`config.mk`:
```
export PLATFORM = sky130hd
export DESIGN_NAME = pla_tt_scanner_flat
export DESIGN_NICKNAME = d
export VERILOG_FILES = /design/src/rtl/pla_tt_scanner_if.sv /design/src/rtl/pla_tt_scanner.sv /design/src/flat_wrapper.sv
export SDC_FILE = /design/constraint.sdc
export NUM_CORES = 1
export LEC_CHECK = 0
export BUFFER_PORTS_ARGS = -buffer_cell sky130_fd_sc_hd__buf_2
export CAP_MARGIN = 20
export CORE_MARGIN = 4
export CORE_UTILIZATION = 30
export DETAILED_ROUTE_END_ITERATION = 16
export PLACE_DENSITY = 0.47
export REMOVE_ABC_BUFFERS = 1
export SYNTH_ARGS = -nofsm -noshare
export SYNTH_HDL_FRONTEND = slang
export SYNTH_SLANG_ARGS = --single-unit
```
`constraint.sdc`:
```
create_clock -name clk -period 7.8 [get_ports clk]
set_input_delay 0.78 -clock clk [delete_from_list [all_inputs] [get_ports clk]]
set_output_delay 0.78 -clock clk [all_outputs]
set_load 0.03 [all_outputs]
```
`src/rtl/pla_tt_scanner_if.sv`:
```
// -----------------------------------------------------------------------------
// pla_tt_scanner_if
// Control and readback bundle between a host (master) and one truth-table
// scanner (slave).
//
// Signals:
//   start        host -> scanner  request a new scan
//   alpha        host -> scanner  autosymmetry shift vector, sampled on accept
//   tt_rd_addr   host -> scanner  truth-table readback address
//   busy         scanner -> host  scan/check in progress (includes done cycle)
//   done         scanner -> host  one-cycle end-of-check pulse
//   onset_count  scanner -> host  number of 1s captured from the FUT
//   invariant    scanner -> host  1 = f(x) == f(x ^ alpha) for every x
//   tt_rd_data   scanner -> host  live read of tt[tt_rd_addr]
//
// Handshake: start acts as a request and busy as its inverse ready. A request
// is accepted on any rising edge where start=1 and busy=0; alpha is sampled on
// that same edge. While busy=1 start is ignored. Holding start high simply
// re-requests, so a new scan starts on the first idle cycle after done.
// -----------------------------------------------------------------------------
interface pla_tt_scanner_if #(
  parameter int N_IN = 8
);
  logic            start;
  logic [N_IN-1:0] alpha;
  logic [N_IN-1:0] tt_rd_addr;
  logic            busy;
  logic            done;
  logic [N_IN:0]   onset_count;
  logic            invariant;
  logic            tt_rd_data;

  modport master (
    output start, alpha, tt_rd_addr,
    input  busy, done, onset_count, invariant, tt_rd_data
  );

  modport slave (
    input  start, alpha, tt_rd_addr,
    output busy, done, onset_count, invariant, tt_rd_data
  );
endinterface

```
`src/rtl/pla_tt_scanner.sv`:
```
// -----------------------------------------------------------------------------
// pla_tt_scanner
// Walks an external combinational (or FUT_LAT-pipelined) function through all
// 2^N_IN input vectors, captures its truth table, counts the on-set and then
// checks autosymmetry f(x) == f(x ^ alpha) over the captured table.
//
// Ports:
//   clk, rst_n  clock, asynchronous active-low reset
//   ctl         control/readback bundle (slave side), see pla_tt_scanner_if
//   fut_x       vector driven to the function under test
//   fut_y       FUT response, valid FUT_LAT cycles after its fut_x
//   dbg_state   current FSM state encoding
// -----------------------------------------------------------------------------
module pla_tt_scanner #(
  parameter int N_IN    = 8,
  parameter int FUT_LAT = 0
) (
  input  logic            clk,
  input  logic            rst_n,
  pla_tt_scanner_if.slave ctl,
  output logic [N_IN-1:0] fut_x,
  input  logic            fut_y,
  output logic [2:0]      dbg_state
);

  localparam int DEPTH = 1 << N_IN;
  localparam logic [N_IN-1:0] IDX_LAST = '1;
  localparam logic [N_IN-1:0] IDX_ONE  = 1;
  localparam logic [N_IN:0]   CNT_ONE  = 1;
  // Last drain index; DRAIN is never entered when FUT_LAT is 0.
  localparam logic [N_IN-1:0] DRAIN_LAST = (FUT_LAT > 0) ? N_IN'(FUT_LAT - 1) : '0;

  typedef enum logic [2:0] {
    S_IDLE  = 3'd0,
    S_SCAN  = 3'd1,
    S_DRAIN = 3'd2,
    S_CHECK = 3'd3,
    S_DONE  = 3'd4
  } state_t;

  state_t            state, state_nxt;
  logic [N_IN-1:0]   idx;
  logic [N_IN-1:0]   alpha_q;
  logic [DEPTH-1:0]  tt;
  logic [N_IN:0]     onset_q;
  logic              inv_q;
  logic              busy, done, accept;
  logic [N_IN-1:0]   cap_addr;
  logic              cap_vld;

  assign accept          = (state == S_IDLE) && ctl.start;
  assign dbg_state       = state;
  assign ctl.busy        = busy;
  assign ctl.done        = done;
  assign ctl.onset_count = onset_q;
  assign ctl.invariant   = inv_q;
  assign ctl.tt_rd_data  = tt[ctl.tt_rd_addr];

  // State register
  always_ff @(posedge clk or negedge rst_n) begin
    if (!rst_n) state <= S_IDLE;
    else        state <= state_nxt;
  end

  // Next state and FSM outputs. idx is shared: scan index, drain count and
  // check index, and it wraps to 0 at the end of each phase.
  always_comb begin
    state_nxt = state;
    fut_x     = '0;
    busy      = 1'b1;
    done      = 1'b0;
    case (state)
      S_IDLE: begin
        busy = 1'b0;
        if (ctl.start) state_nxt = S_SCAN;
      end
      S_SCAN: begin
        fut_x = idx;
        if (idx == IDX_LAST) state_nxt = (FUT_LAT == 0) ? S_CHECK : S_DRAIN;
      end
      S_DRAIN: begin
        fut_x = IDX_LAST;
        if (idx == DRAIN_LAST) state_nxt = S_CHECK;
      end
      S_CHECK: begin
        fut_x = IDX_LAST;
        if (idx == IDX_LAST) state_nxt = S_DONE;
      end
      S_DONE: begin
        fut_x     = IDX_LAST;
        done      = 1'b1;
        state_nxt = S_IDLE;
      end
      default: state_nxt = S_IDLE;
    endcase
  end

  // Capture alignment: the address that produced the current fut_y is the
  // scan index delayed by FUT_LAT cycles, tagged valid only for SCAN pushes.
  generate
    if (FUT_LAT == 0) begin : g_no_lat
      assign cap_addr = idx;
      assign cap_vld  = (state == S_SCAN);
    end else begin : g_lat
      logic [N_IN-1:0]    pipe_addr [FUT_LAT];
      logic [FUT_LAT-1:0] pipe_vld;

      always_ff @(posedge clk or negedge rst_n) begin
        if (!rst_n) begin
          for (int k = 0; k < FUT_LAT; k++) pipe_addr[k] <= '0;
          pipe_vld <= '0;
        end else begin
          pipe_addr[0] <= idx;
          pipe_vld[0]  <= (state == S_SCAN);
          for (int k = 1; k < FUT_LAT; k++) begin
            pipe_addr[k] <= pipe_addr[k-1];
            pipe_vld[k]  <= pipe_vld[k-1];
          end
        end
      end

      assign cap_addr = pipe_addr[FUT_LAT-1];
      assign cap_vld  = pipe_vld[FUT_LAT-1];
    end
  endgenerate

  // Datapath: index, latched alpha, truth table and results
  always_ff @(posedge clk or negedge rst_n) begin
    if (!rst_n) begin
      idx     <= '0;
      alpha_q <= '0;
      tt      <= '0;
      onset_q <= '0;
      inv_q   <= 1'b0;
    end else begin
      if (accept) begin
        alpha_q <= ctl.alpha;
        onset_q <= '0;
        inv_q   <= 1'b1;
        idx     <= '0;
      end
      case (state)
        S_SCAN:  idx <= idx + IDX_ONE;
        S_DRAIN: idx <= (idx == DRAIN_LAST) ? '0 : idx + IDX_ONE;
        S_CHECK: begin
          // Sticky clear: one asymmetric pair is enough to fail the check.
          if (tt[idx] != tt[idx ^ alpha_q]) inv_q <= 1'b0;
          idx <= idx + IDX_ONE;
        end
        default: ;
      endcase
      if (cap_vld) begin
        tt[cap_addr] <= fut_y;
        if (fut_y) onset_q <= onset_q + CNT_ONE;
      end
    end
  end

endmodule

```
`src/flat_wrapper.sv`:
```
// flat-port wrapper written by rule: the top's interface ports become plain ports
module pla_tt_scanner_flat 
#(
  parameter int N_IN    = 8,
  parameter int FUT_LAT = 0
)
  (clk, rst_n, fut_x, fut_y, dbg_state, ctl_start, ctl_alpha, ctl_tt_rd_addr, ctl_busy, ctl_done, ctl_onset_count, ctl_invariant, ctl_tt_rd_data);
  pla_tt_scanner_if #(.N_IN(N_IN)) ctl_i ();
  input  logic clk;
  input  logic rst_n;
  output logic [N_IN-1:0] fut_x;
  input  logic fut_y;
  output logic [2:0] dbg_state;
  input wire logic [$bits(ctl_i.start)-1:0] ctl_start;
  input wire logic [$bits(ctl_i.alpha)-1:0] ctl_alpha;
  input wire logic [$bits(ctl_i.tt_rd_addr)-1:0] ctl_tt_rd_addr;
  output wire logic [$bits(ctl_i.busy)-1:0] ctl_busy;
  output wire logic [$bits(ctl_i.done)-1:0] ctl_done;
  output wire logic [$bits(ctl_i.onset_count)-1:0] ctl_onset_count;
  output wire logic [$bits(ctl_i.invariant)-1:0] ctl_invariant;
  output wire logic [$bits(ctl_i.tt_rd_data)-1:0] ctl_tt_rd_data;
  assign ctl_i.start = ctl_start;
  assign ctl_i.alpha = ctl_alpha;
  assign ctl_i.tt_rd_addr = ctl_tt_rd_addr;
  assign ctl_busy = ctl_i.busy;
  assign ctl_done = ctl_i.done;
  assign ctl_onset_count = ctl_i.onset_count;
  assign ctl_invariant = ctl_i.invariant;
  assign ctl_tt_rd_data = ctl_i.tt_rd_data;
  pla_tt_scanner #(.N_IN(N_IN), .FUT_LAT(FUT_LAT)) u_core (.clk(clk), .rst_n(rst_n), .ctl(ctl_i), .fut_x(fut_x), .fut_y(fut_y), .dbg_state(dbg_state));
endmodule
```
=== Word level (Yosys, flattened, before mapping) ===
Cells that the tools add are included.

* Output and inout bits: 24
* Input bits: 20
* Logic and storage cells: 57
* Flip-flop bits (word level): 285

* Muxes and demuxes: 26
* Eq/ne operators: 10
* Order comparisons: 4
* Reductions and logical operators: 8
* $add $sub $neg: 2
* Bitwise gates (word level): 1

{| class="wikitable"
|+ Operators by type and width
! operator !! count
|-
| $bwmux 256 || 1
|-
| $pmux 8 s2 || 2
|-
| $lt 8x9->1 const B || 3
|-
| $mux 9 || 3
|-
| $bmux 1 s8 || 3
|-
| $mux 8 || 2
|-
| $mux 3 || 4
|-
| $pmux 3 s4 || 1
|-
| $add 9x1->9 const B || 1
|-
| $mux 1 || 9
|-
| $add 8x1->8 const B || 1
|-
| $demux 1 s8 || 1
|-
| $eq 8x8->1 const B || 1
|-
| $ge 8x1->1 const B || 1
|-
| $logic_not 8->1 || 1
|-
| $xor 8x8->8 || 1
|-
| $eq 3x2->1 const B || 2
|-
| $ne 2x1->1 const B || 2
|-
| $ne 2x2->1 const B || 2
|-
| $reduce_and 4->1 || 1
|-
| $eq 3x1->1 const B || 1
|-
| $eq 3x3->1 const B || 1
|-
| $logic_not 3->1 || 1
|-
| $reduce_bool 3->1 || 1
|-
| other kinds (4) || 5
|}

=== Longest topological paths before layout ===
* Depth in word-level cells: 6
* Gate-level depth with buffers: 14
* Depth with buffers taken out: 9

=== Worst setup path before layout ===
OpenSTA, ideal clock, no wires.

* Path kind: input-to-output
* Start point: input ctl_tt_rd_addr[2]
* End point: output ctl_tt_rd_data
* Data arrival time: 3.297 ns
* Path buffers: 2
* Required time: 7.020 ns
* Cell stages on the path: 5
* Slack: 3.723 ns
* Cells stage by stage: clkbuf_1 > buf_1 > mux4_2 > mux4_2 > mux4_2

* Longest elaborated chain between the ends: 2

{| class="wikitable"
|+ Ends and longest elaborated chain
! what !! line !! source
|-
| start: declaration || flat_wrapper.sv:16 || <nowiki>input wire logic [$bits(ctl_i.tt_rd_addr)-1:0] ctl_tt_rd_addr;</nowiki>
|-
| $bmux 1 s8 || pla_tt_scanner.sv:57 || <nowiki>assign ctl.tt_rd_data = tt[ctl.tt_rd_addr];</nowiki>
|-
| $mux 1 (implied by the code) || pla_tt_scanner.sv:57 ||
|-
| end: declaration || flat_wrapper.sv:21 || <nowiki>output wire logic [$bits(ctl_i.tt_rd_data)-1:0] ctl_tt_rd_data;</nowiki>
|}

Every way passes these cells. The select of a mux whose other input is x is not followed.

=== Worst setup path in the final report ===
* Start point: input ctl_tt_rd_addr[0]
* End point: output ctl_tt_rd_data

The elaborated chain is that of the path after synthesis.

==> flow_summary.toml <==
[outcome]
status = "finished, final reports clean"

[synth]
netlist_area_mm2 = 0.0188
synthDominantCellAreaShare_pct = 37.9
synth_top_family_by_area = "multiplexers"
synth.area.top_cells = "dfrtp_1 38%, mux4_2 24%, mux2_2 15%"
synth.mux.area_fraction_pct = 40.6
synth_compound_area_share_pct = 4.37
synth-edff-count = 0
yosysTopAreaCell = "dfrtp_1"
synth_flop_cell = "dfrtp_1"
ys_seq_elements = 285
synth-xor-area-share_pct = 0.964
synth_common_cells = "349 x nand2_1, 285 x dfrtp_1, 258 x mux2_2"
ys_seq_area_share_pct = 37.9
syn_inst = 1593
yosys.area_share.simple_pct = 11.7
yosys.area_share.adder_pct = 0.332
synth_most_common_cell = "nand2_1"
synth_cell_types = 62
avgSynthCellArea_um2 = 11.8
synth_warnings = 0
ys_async_sr_fraction_pct = 100

[clocking]
clk_pin_slew_ps = 60
cts_tree = "built"
cts_sinks = 285
cts_root_buf = "clkbuf_16"
cts_buffer_depth = 3
clock_latency_ps = 570
cts_setup_buffers = 0
cts_hold_buf = 0
ctsHtreeMaxLevel = 2
cts_buffers = 36
post_cts_resize_count = 0

[timing]
fin_crit_sh_pct = 66.6
drv_slew = 0
finClkSkew_ps = 28.4
relSlewSlack_pct = 24.7
hold_violations = 0
grt_setup_unrepaired = "no"
worst_pin_slew_ps = 1120
period_needed_ps = 5200
final.setup.tns_ps = 0
fmax_ghz = 0.192
setup_viol = 0

[grt]
grt.overflow.total = 0
antenna_found_initial = 1
grt_pass1_wl_um = 99300
grt_pass1_vias = 14100
groute.usage.overall_pct = 19.7
grt_max_degree = 142

[die]
start_util_pct = 30.4
io_pins = 44
die-area_mm2 = 0.0668
placementRows = 91
chipHeight_um = 258
die_x_um = 258
fp.coreArea_mm2 = 0.0619

[setup_path]
crit_path_max_incr_delay_ps = 660
crit_slowest_cell = "buf_4"
crit_type = "primary input to output port"
startpoint_type = "primary input"
cp_max_fo = 42
cp_cell_sequence = "buf_4 > buf_4 > mux4_2 > mux4_2 > mux4_2 > mux4_2 > buf_2"
cpMostUsedCell = "mux4_2"
path_delay_family = "multiplexers"
end_kind = "output port"
crit_buf_inv = 3
cp.required_ps = 7020
arrival_ps = 4420

[placed_design]
dp_hpwl_um = 42800
place_congestion = 0.855
dp_cells = 2372
io_buffers = 43

[power_and_ir_drop]
peakVddDrop_mv = 0.130
power.total_mw = 8.11
p_leak_nw = 7.93
powerDensity_mw_per_mm2 = 382

[detailed_routing]
drtPass1Iterations = 5
vias_per_cell = 5.83
vias = 14200
wire_per_inst_um = 27.2
routed_wirelength_um = 66500
dr.first_iter.drc_count = 1604
antenna_left = 0
post-route-drc-count = 0

[cells_and_area]
nets = 1603
stdcell_count = 2441
drive_gt1_share_pct = 40.0
area_delta_synth_final_pct = 12.6
fillers = 6176

[min_path]
hp-class = "primary input to asynchronous set/reset pin"

[run]
cap_violations = 0
## stage by stage
stage               area, µm²  hold WS [ps]  util (%)  worst slack [ps]
floorplan               18100           467         -              -247
global placement        19900           468      32.1              2610
detailed placement      19900           473      32.2              2560
CTS                     21100           220      34.1              2550
global route            21200           261      34.2              2400
finish                  21200           214      34.2              2600
## logic make-up (layout without fill, tap and decap cells)
| kind of cell | after synthesis | count (layout) |
|---|---|---|
| muxes | 482 | 482 |
| buffers and inverters | 168 | 178 |
| AOI/OAI and AO/OA | 120 | 120 |
| xor gates and xnor gates | 19 | 19 |
| adders and majority gates | 5 | 5 |
| DFF | 285 | 285 |
| and+or+nand+nor | 514 | 514 |
| other | 0 | 1 |
## placed cells by master, fill, tap and decap left out, types with 7 or more instances in the layout
cell type and count:
nand2_1 349, dfrtp_1 283, mux2_2 258, mux4_2 200
buf_4 60, nand3_1 39, buf_2 39, clkbuf_16 37
nor2_1 36, o21ai_0 28, mux2i_1 24, nand4_1 21
and3_1 21, a21oi_1 19, a22oi_1 11, nor3_1 10
nand2b_1 9, clkbuf_8 9, inv_1 8, clkbuf_1 8
o31ai_1 7, xor2_1 7, a31oi_1 7, nor2b_1 7
## state kept, by name, indices dropped and copies added (netlist names)
name and flops:
u_core.tt 256, u_core.alpha_q 8, u_core.ctl.invariant 1, u_core.ctl.onset_count 9, u_core.dbg_state 3, u_core.cap_addr 8
## per-layer routing
| metal | track usage [%] | up-vias | share of wire (%) | wire, µm |
|---|---|---|---|---|
| met2 | 29.3 | 664 | 44 | 29200 |
| met3 | 4.67 | 121 | 8.5 | 5630 |
| met4 | 6.40 | 2 | 3.3 | 2210 |
| met5 | 0 | - | 0.020 | 13 |
| li1 | - | 5922 | - | - |
| met1 | 28.4 | 7520 | 44 | 29400 |
## power by group
group / internal [mW] / switching, mW / total (mW)
clock network: 1.05 / 0.691 / 1.74
registers: 1.95 / 0.590 / 2.54
logic: 1.74 / 2.08 / 3.83
## final cells by class
| type | count | area (µm²) | area share [%] |
|---|---|---|---|
| clock buffer | 53 | 1070 | 5.03 |
| sequential | 285 | 7140 | 33.7 |
| timing repair buffer | 106 | 756 | 3.56 |
| inverter | 9 | 33.8 | 0.159 |
| multi-input combinational | 1140 | 11000 | 52.0 |
| clock inverter | 10 | 140 | 0.661 |
| antenna | 1 | 2.50 | 0.0118 |
| tap | 837 | 1050 | 4.94 |
## final timing paths
kind	startpoint	end	slack [ps]	cells after the start
setup / recovery	ctl_tt_rd_addr[0]	ctl_tt_rd_data	2600	7
hold / removal	rst_n	u_core.tt[103]	210	1
setup reg to reg	u_core.cap_addr[0]	u_core.ctl.invariant	3730	10
hold reg to reg	u_core.ctl.onset_count[8]	u_core.ctl.onset_count[8]	490	1
max in group asynchronous	rst_n	u_core.tt[229]	6140	2
min in group clk	ctl_alpha[4]	u_core.alpha_q[4]	430	3
Note: power is estimated with default switching activity, not from simulation.
